## config.mk

```make
export PLATFORM = sky130hd
export DESIGN_NAME = pong_game_ctrl_flat
export DESIGN_NICKNAME = d
export VERILOG_FILES = /design/src/rtl/pong_game_ctrl_if.sv /design/src/rtl/pong_game_ctrl.sv /design/src/flat_wrapper.sv
export SDC_FILE = /design/constraint.sdc
export NUM_CORES = 1
export LEC_CHECK = 0
export ABC_AREA = 1
export CAP_MARGIN = 20
export CORE_MARGIN = 2
export CORE_UTILIZATION = 53
export CTS_CLUSTER_DIAMETER = 60
export DETAILED_ROUTE_END_ITERATION = 10
export PLACE_DENSITY = 0.92
export SETUP_SLACK_MARGIN = 0.1
export SLEW_MARGIN = 25
export SYNTH_ARGS = -nofsm -noshare
export SYNTH_HDL_FRONTEND = slang
export SYNTH_SLANG_ARGS = --single-unit
```

## constraint.sdc

```tcl
create_clock -name in_clock -period 4.4 [get_ports in_clock]
set_clock_uncertainty 0.2 [all_clocks]
set_input_delay 0.66 -clock in_clock [delete_from_list [all_inputs] [get_ports in_clock]]
set_output_delay 0.66 -clock in_clock [all_outputs]
set_load 0.01 [all_outputs]
```

## src/rtl/pong_game_ctrl_if.sv

```systemverilog
// Bundle between the Pong match sequencer and its neighbours: the
// buttons and ball edges come in, the animation gating and scores go out.
interface pong_game_ctrl_if;
  logic        in_ani_stb;
  logic        in_button_start;
  logic        in_button_pause;
  logic [11:0] in_ball_x1;
  logic [11:0] in_ball_x2;
  logic        out_animate;
  logic        out_round_reset;
  logic [3:0]  out_score_l;
  logic [3:0]  out_score_r;
  logic        out_serve_dir;
  logic        out_winner;
  logic [2:0]  out_state;

  modport master (
    output in_ani_stb, in_button_start, in_button_pause, in_ball_x1, in_ball_x2,
    input  out_animate, out_round_reset, out_score_l, out_score_r,
           out_serve_dir, out_winner, out_state
  );

  modport slave (
    input  in_ani_stb, in_button_start, in_button_pause, in_ball_x1, in_ball_x2,
    output out_animate, out_round_reset, out_score_l, out_score_r,
           out_serve_dir, out_winner, out_state
  );
endinterface

```

## src/rtl/pong_game_ctrl.sv

```systemverilog
// Pong match sequencer: gates bar/ball animation, detects missed balls
// and keeps both scores through serve, play, pause, point and game over.
module pong_game_ctrl #(
  parameter int WIN_SCORE    = 9,
  parameter int SERVE_FRAMES = 60,
  parameter int POINT_FRAMES = 90,
  parameter int LEFT_LIMIT   = 0,
  parameter int RIGHT_LIMIT  = 639
) (
  input  logic              in_clock,
  input  logic              in_reset,
  pong_game_ctrl_if.slave   bus
);

  typedef enum logic [2:0] {
    IDLE  = 3'd0,
    SERVE = 3'd1,
    PLAY  = 3'd2,
    PAUSE = 3'd3,
    POINT = 3'd4,
    OVER  = 3'd5
  } state_t;

  localparam logic [3:0]  WIN_VAL   = 4'(WIN_SCORE);
  localparam logic [7:0]  SERVE_VAL = 8'(SERVE_FRAMES);
  localparam logic [7:0]  POINT_VAL = 8'(POINT_FRAMES);
  localparam logic [11:0] LEFT_LIM  = 12'(LEFT_LIMIT);
  localparam logic [11:0] RIGHT_LIM = 12'(RIGHT_LIMIT);

  state_t     state, state_nx;
  logic [7:0] frame_cnt, frame_cnt_nx;
  logic [3:0] score_l, score_l_nx;
  logic [3:0] score_r, score_r_nx;
  logic       serve_dir, serve_dir_nx;
  logic       winner, winner_nx;
  logic       animate, round_reset;

  logic [1:0] start_sync, pause_sync;
  logic       start_prev, pause_prev;
  logic       start_rise, pause_rise;
  logic       left_miss, right_miss;

  // Rise pulses are registered so a press lands on the state register three edges later.
  always_ff @(posedge in_clock or posedge in_reset) begin
    if (in_reset) begin
      start_sync <= '0;
      pause_sync <= '0;
      start_prev <= 1'b0;
      pause_prev <= 1'b0;
      start_rise <= 1'b0;
      pause_rise <= 1'b0;
    end else begin
      start_sync <= {start_sync[0], bus.in_button_start};
      pause_sync <= {pause_sync[0], bus.in_button_pause};
      start_prev <= start_sync[1];
      pause_prev <= pause_sync[1];
      start_rise <= start_sync[1] & ~start_prev;
      pause_rise <= pause_sync[1] & ~pause_prev;
    end
  end

  assign left_miss  = (bus.in_ball_x1 <= LEFT_LIM);
  assign right_miss = (bus.in_ball_x2 >= RIGHT_LIM);

  always_ff @(posedge in_clock or posedge in_reset) begin
    if (in_reset) begin
      state       <= IDLE;
      frame_cnt   <= '0;
      score_l     <= '0;
      score_r     <= '0;
      serve_dir   <= 1'b0;
      winner      <= 1'b0;
      animate     <= 1'b0;
      round_reset <= 1'b0;
    end else begin
      state       <= state_nx;
      frame_cnt   <= frame_cnt_nx;
      score_l     <= score_l_nx;
      score_r     <= score_r_nx;
      serve_dir   <= serve_dir_nx;
      winner      <= winner_nx;
      animate     <= (state_nx == PLAY);
      round_reset <= (state_nx == SERVE) && (state != SERVE);
    end
  end

  always_comb begin
    state_nx     = state;
    frame_cnt_nx = frame_cnt;
    score_l_nx   = score_l;
    score_r_nx   = score_r;
    serve_dir_nx = serve_dir;
    winner_nx    = winner;
    case (state)
      IDLE: begin
        if (start_rise) begin
          score_l_nx   = '0;
          score_r_nx   = '0;
          frame_cnt_nx = SERVE_VAL;
          state_nx     = SERVE;
        end
      end
      SERVE: begin
        if (bus.in_ani_stb) begin
          frame_cnt_nx = frame_cnt - 8'd1;
          if (frame_cnt == 8'd1) state_nx = PLAY;
        end
      end
      PLAY: begin
        // The left miss outranks a right miss, and any miss outranks a pause.
        if (bus.in_ani_stb && left_miss) begin
          score_r_nx   = score_r + 4'd1;
          serve_dir_nx = 1'b0;
          frame_cnt_nx = POINT_VAL;
          state_nx     = POINT;
        end else if (bus.in_ani_stb && right_miss) begin
          score_l_nx   = score_l + 4'd1;
          serve_dir_nx = 1'b1;
          frame_cnt_nx = POINT_VAL;
          state_nx     = POINT;
        end else if (pause_rise) begin
          state_nx = PAUSE;
        end
      end
      PAUSE: begin
        if (pause_rise) state_nx = PLAY;
      end
      POINT: begin
        if (bus.in_ani_stb) begin
          frame_cnt_nx = frame_cnt - 8'd1;
          if (frame_cnt == 8'd1) begin
            if (score_l == WIN_VAL || score_r == WIN_VAL) begin
              winner_nx = (score_r == WIN_VAL);
              state_nx  = OVER;
            end else begin
              frame_cnt_nx = SERVE_VAL;
              state_nx     = SERVE;
            end
          end
        end
      end
      OVER: begin
        if (start_rise) begin
          score_l_nx   = '0;
          score_r_nx   = '0;
          winner_nx    = 1'b0;
          frame_cnt_nx = SERVE_VAL;
          state_nx     = SERVE;
        end
      end
      default: state_nx = IDLE;
    endcase
  end

  assign bus.out_state       = state;
  assign bus.out_animate     = animate;
  assign bus.out_round_reset = round_reset;
  assign bus.out_score_l     = score_l;
  assign bus.out_score_r     = score_r;
  assign bus.out_serve_dir   = serve_dir;
  assign bus.out_winner      = winner;

endmodule

```

## src/flat_wrapper.sv

```systemverilog
// flat-port wrapper written by rule: the top's interface ports become plain ports
module pong_game_ctrl_flat 
#(
  parameter int WIN_SCORE    = 9,
  parameter int SERVE_FRAMES = 60,
  parameter int POINT_FRAMES = 90,
  parameter int LEFT_LIMIT   = 0,
  parameter int RIGHT_LIMIT  = 639
)
  (in_clock, in_reset, bus_in_ani_stb, bus_in_button_start, bus_in_button_pause, bus_in_ball_x1, bus_in_ball_x2, bus_out_animate, bus_out_round_reset, bus_out_score_l, bus_out_score_r, bus_out_serve_dir, bus_out_winner, bus_out_state);
  pong_game_ctrl_if bus_i ();
  input  logic in_clock;
  input  logic in_reset;
  input wire logic [$bits(bus_i.in_ani_stb)-1:0] bus_in_ani_stb;
  input wire logic [$bits(bus_i.in_button_start)-1:0] bus_in_button_start;
  input wire logic [$bits(bus_i.in_button_pause)-1:0] bus_in_button_pause;
  input wire logic [$bits(bus_i.in_ball_x1)-1:0] bus_in_ball_x1;
  input wire logic [$bits(bus_i.in_ball_x2)-1:0] bus_in_ball_x2;
  output wire logic [$bits(bus_i.out_animate)-1:0] bus_out_animate;
  output wire logic [$bits(bus_i.out_round_reset)-1:0] bus_out_round_reset;
  output wire logic [$bits(bus_i.out_score_l)-1:0] bus_out_score_l;
  output wire logic [$bits(bus_i.out_score_r)-1:0] bus_out_score_r;
  output wire logic [$bits(bus_i.out_serve_dir)-1:0] bus_out_serve_dir;
  output wire logic [$bits(bus_i.out_winner)-1:0] bus_out_winner;
  output wire logic [$bits(bus_i.out_state)-1:0] bus_out_state;
  assign bus_i.in_ani_stb = bus_in_ani_stb;
  assign bus_i.in_button_start = bus_in_button_start;
  assign bus_i.in_button_pause = bus_in_button_pause;
  assign bus_i.in_ball_x1 = bus_in_ball_x1;
  assign bus_i.in_ball_x2 = bus_in_ball_x2;
  assign bus_out_animate = bus_i.out_animate;
  assign bus_out_round_reset = bus_i.out_round_reset;
  assign bus_out_score_l = bus_i.out_score_l;
  assign bus_out_score_r = bus_i.out_score_r;
  assign bus_out_serve_dir = bus_i.out_serve_dir;
  assign bus_out_winner = bus_i.out_winner;
  assign bus_out_state = bus_i.out_state;
  pong_game_ctrl #(.WIN_SCORE(WIN_SCORE), .SERVE_FRAMES(SERVE_FRAMES), .POINT_FRAMES(POINT_FRAMES), .LEFT_LIMIT(LEFT_LIMIT), .RIGHT_LIMIT(RIGHT_LIMIT)) u_core (.in_clock(in_clock), .in_reset(in_reset), .bus(bus_i));
endmodule
```

Word level (Yosys, flattened, before mapping)
Index checks and enable logic that the tools add are counted.

Add/subtract/negate cells: 3. Magnitude comparators: 2. Eq/ne operators: 21. Mux-type cells: 32. Bitwise operators: 4. Reduce and logical (&&, ||, !) cells: 15.

Operator list (number): two-way mux 8 bit (7); case mux 8 bit (4 select lines) (1); two-way mux 3 bit (10); two-way mux 4 bit (4); case mux 4 bit (2 select lines) (2); case mux 3 bit (5 select lines) (1); greater-or-equal comparator 12 x 10 -> 1 bit, second input constant (1); <= comparator 12 x 1 -> 1 bit, second input constant (1); != test 2 x 1 -> 1 bit, second input constant (6); AND reduction 5 bit (2); equality test 3 x 2 -> 1 bit, second input constant (3); adder 4 x 1 -> 4 bit, second input constant (2); equality test 4 bit, second input constant (2); equality test 8 x 1 -> 1 bit, second input constant (1); subtractor 8 x 1 -> 8 bit, second input constant (1); equality test 3 x 1 -> 1 bit, second input constant (2); equality test 3 bit, second input constant (2); two-way mux 1 bit (6); != test 2 bit, second input constant (3); != test 3 x 1 -> 1 bit, second input constant (2); nonzero test 2 bit (3); AND reduction 4 bit (1); nonzero test 4 bit (1); logical AND 1 bit (3); other kinds (8) (10).

Bits in registers: 31. Input port bits: 29. Output and inout port bits: 15. Word-level logic and storage cells: 91.

Depth between registers and ports, before layout
Depth in word-level cells: 8. Depth in mapped cells: 11. Gate-level depth less buffers: 11.

Worst setup path after synthesis
No wires, ideal clock.

Path kind: input-to-reg. From: input bus_in_ball_x1[11]. To: register u_core.frame_cnt[0]. Setup time: 0.117 ns. Data arrival time: 1.546 ns. Data required time: 4.083 ns. Setup slack: 2.536 ns. Stages on the path: 11. Buffers on the path: 1. Cell sequence: nor2_1 > nand2_1 > nor2_1 > nand3_1 > nand2_2 > inv_2 > nand2_2 > nand2_4 > buf_6 > nand2_1 > o21ai_2.

Cells in the longest elaborated chain, start to end: 4. Elaborated cells on any way between the ends: 6. Those cells by class: order compare (1); eq/ne (1); mux (2); reduce/logical (2).

RTL lines: start, declared (RTL line flat_wrapper.sv:17) `input wire logic [$bits(bus_i.in_ball_x1)-1:0] bus_in_ball_x1;`; <= comparator 12 x 1 -> 1 bit (*) (RTL line pong_game_ctrl.sv:62) `assign left_miss = (bus.in_ball_x1 <= LEFT_LIM);`; logical AND 1 bit (*) (RTL line pong_game_ctrl.sv:111) `if (bus.in_ani_stb && left_miss) begin`; != test 3 x 1 -> 1 bit (no line) or two-way mux 8 bit (tied branches); AND reduction 5 bit (no line) or case mux 8 bit (4 select lines) (tied branches); end signal, assigned (RTL line pong_game_ctrl.sv:77) `frame_cnt <= frame_cnt_nx;`; end, declared (RTL line pong_game_ctrl.sv:31) `logic [7:0] frame_cnt, frame_cnt_nx;`.

Every way passes the cells marked *; elsewhere a longest branch is shown, timed or not. A chain may end at the register's enable or synchronous reset.

Final worst setup path
From: register u_core.state[0], in the netlist u_core.bus.out_state[0]. To: output bus_out_state[0].

RTL lines: start, declared (RTL line pong_game_ctrl.sv:30) `state_t state, state_nx;`; start signal, assigned (RTL line pong_game_ctrl.sv:76) `state <= state_nx;`; end, declared (RTL line flat_wrapper.sv:25) `output wire logic [$bits(bus_i.out_state)-1:0] bus_out_state;`.

No word-level cell between the ends.

==> out/metrics.yaml <==
status: "finished clean"
max_stage_delay_ns: 0.60
numPortBuffers: 43
yosys.cell_types.count: 28
worstPathArrival_ns: 1.41
syn-mean-instance-area_um2: 7.56
n_antenna_cell: 0
cp.required_ns: 3.54
peakVddDrop_uv: 399
max-slew-margin-rel: 0.565
fp.dieH_um: 63.0
initial_utilization: 0.553
crit_fanout: 6
slowest_stage: "clkdlybuf4s50_1"
grt_max_degree: 22
vias: 1658
nFillCells: 269
syn-num-nets: 279
htree_levels: 2
cts_sinks: 31
critical-path-top-delay-family: "buffers and inverters"
grt_pass1_vias: 1573
wl_per_cell_um: 11.3
place_inst: 332
place_congestion: 0.896
numCtsBuffers: 5
final_layout_size_suffix_gt1_frac: 0.109
fp-row-count: 21
final_nets: 328
dieArea_um2: 3970
final_hold_viol_count: 0
clk_latency_ns: 0.33
top_level_ports: 44
yosys_warnings: 0
hold_buffers: 0
slew_viol_final: 0
power.density_nw_per_um2: 621
cts_tree: "built"
syn_area_um2: 1850
path_cells: "clkdlybuf4s50_1"
worstSetupPathType: "reg -> out"
area_growth_pct: 29.4
cap_violations: 0
p_leak_nw: 1.14
critPathBufInv: 1
crit_path_end_kind: "output pin"
setup_viol: 0
grt_pass1_wl_mm: 6.75
clock-root-buffer: "clkbuf_4"
synth_top_area_cell: "dfrtp_1"
tightest_slew_ns: 0.653
coreArea_um2: 3340
final_cell_mix: "66 x nand2_1, 43 x clkdlybuf4s50_1, 36 x nor2_1"
cts_resized: 0
final_core_util: 0.715
layoutNonFillerInstCount: 340
finalCritPeriodShare: 0.516
clk_path_buf_depth: 2
synth-seq-cells: 31
synthTopCellsByArea: "dfrtp_1 42%, nand2_1 13%, nor2_1 7.3%"
hpwl_mm: 3.00
seq_area_frac_synth: 0.420
antenna_left: 0
vias_per_cell: 4.88
drc: 0
drtIter0Drc: 72
drt-total-wl_mm: 3.86
hold_class: "reg -> reg"
overflow: 0
die_x_um: 63.0
layout_commonest_cell: "nand2_1"
synth_top_area_frac: 0.420
antenna_found_initial: 0
fmax_ghz: 0.440
startpoint_type: "flip-flop"
cts.clk_slew.worst_paths_ns: 0.09
postCtsSetupRepairBufs: 0
rsz0062_at_grt: "false"
period_needed_ns: 2.27
synth_cells: 244
grt_usage: 0.222
fin_setup_tns_ns: 0
first_pass_iters: 4
[worst register-to-register path: stages, from the launching register on]
cell and delay, ns:
dfrtp_1 0.46, inv_2 0.14, nand2_2 0.08, o21ai_2 0.52, nand2_1 0.12, nand2_1 0.10, inv_2 0.05, nand2_4 0.15
inv_1 0.09, nand2_1 0.07, nand2_1 0.05
[per-layer routing]
layer	up-vias	wire length, um	track usage
li1	856	-	-
met1	741	1630	0.265
met2	51	1940	0.366
met3	10	212	0.0667
met4	0	82	0.100
met5	-	0	0
[power breakdown]
group | internal (mW) | switching, mW
logic | 0.340 | 0.497
clock network | 0.0939 | 0.0964
registers | 0.368 | 0.0868
[path summary, 6_finish.rpt]
kind / depth (start not counted) / slack [ns] / to / start
worst min-delay path: 0 / 0.16 / u_core.pause_sync[1] / u_core.pause_sync[0]
worst max register to register: 10 / 2.29 / u_core.frame_cnt[5] / u_core.bus.out_state[1]
min in group asynchronous: 2 / 0.40 / u_core.frame_cnt[2] / in_reset
worst min register to register: 0 / 0.16 / u_core.pause_sync[1] / u_core.pause_sync[0]
max in group asynchronous: 3 / 2.97 / u_core.pause_sync[1] / in_reset
worst max-delay path: 1 / 2.13 / bus_out_state[0] / u_core.bus.out_state[0]
[layout make-up]
cell class,count,area [um2],area share
Inverter,32,120,0.0503
Clock buffer,8,68.8,0.0288
Tap cell,46,57.6,0.0241
Sequential cell,31,776,0.325
Timing Repair Buffer,44,438,0.183
Multi-Input combinational cell,179,927,0.388
[logic make-up after synthesis]
logic type,after synthesis,synth area share
AND/OR/NAND/NOR,135,0.321
flip-flops,31,0.420
adder cells (fa/ha/maj),6,0.0407
buffers and inverters,34,0.0773
AO/OA/AOI/OAI,30,0.103
XOR/XNOR,8,0.0380
[stage by stage]
step	total power, mW	setup WS (ns)	cell area, um2	hold slack, ns
3_3_place_gp	1.27	2.08	2320	0.136
5_1_grt	1.62	2.08	2390	0.177
2_1_floorplan	1.09	2.54	1850	0.131
6_report	1.48	2.13	2390	0.165
4_1_cts	1.49	2.13	2390	0.166
3_5_place_dp	1.29	2.01	2320	0.146
[flip-flops by register name, summed over array words and instances, names as in the netlist, 2 cells and up]
register                flops
u_core.pause_sync           2
u_core.bus.out_state        3
u_core.bus.out_score_r      4
u_core.frame_cnt            8
u_core.bus.out_score_l      4
u_core.start_sync           2
[cells in the mapped netlist (all sizes together)]
library cell and n:
a21oi 7, a31o 1, and2 1, buf 2
dfrtp 31, ha 6, inv 32, nand2 73
nand3 14, nand3b 2, nand4 1, nor2 39
nor3 2, o211ai 2, o21a 1, o21ai 18
o31ai 1, or2 3, xnor2 1, xor2 7
No activity file was read; power rests on OpenSTA's default activity.
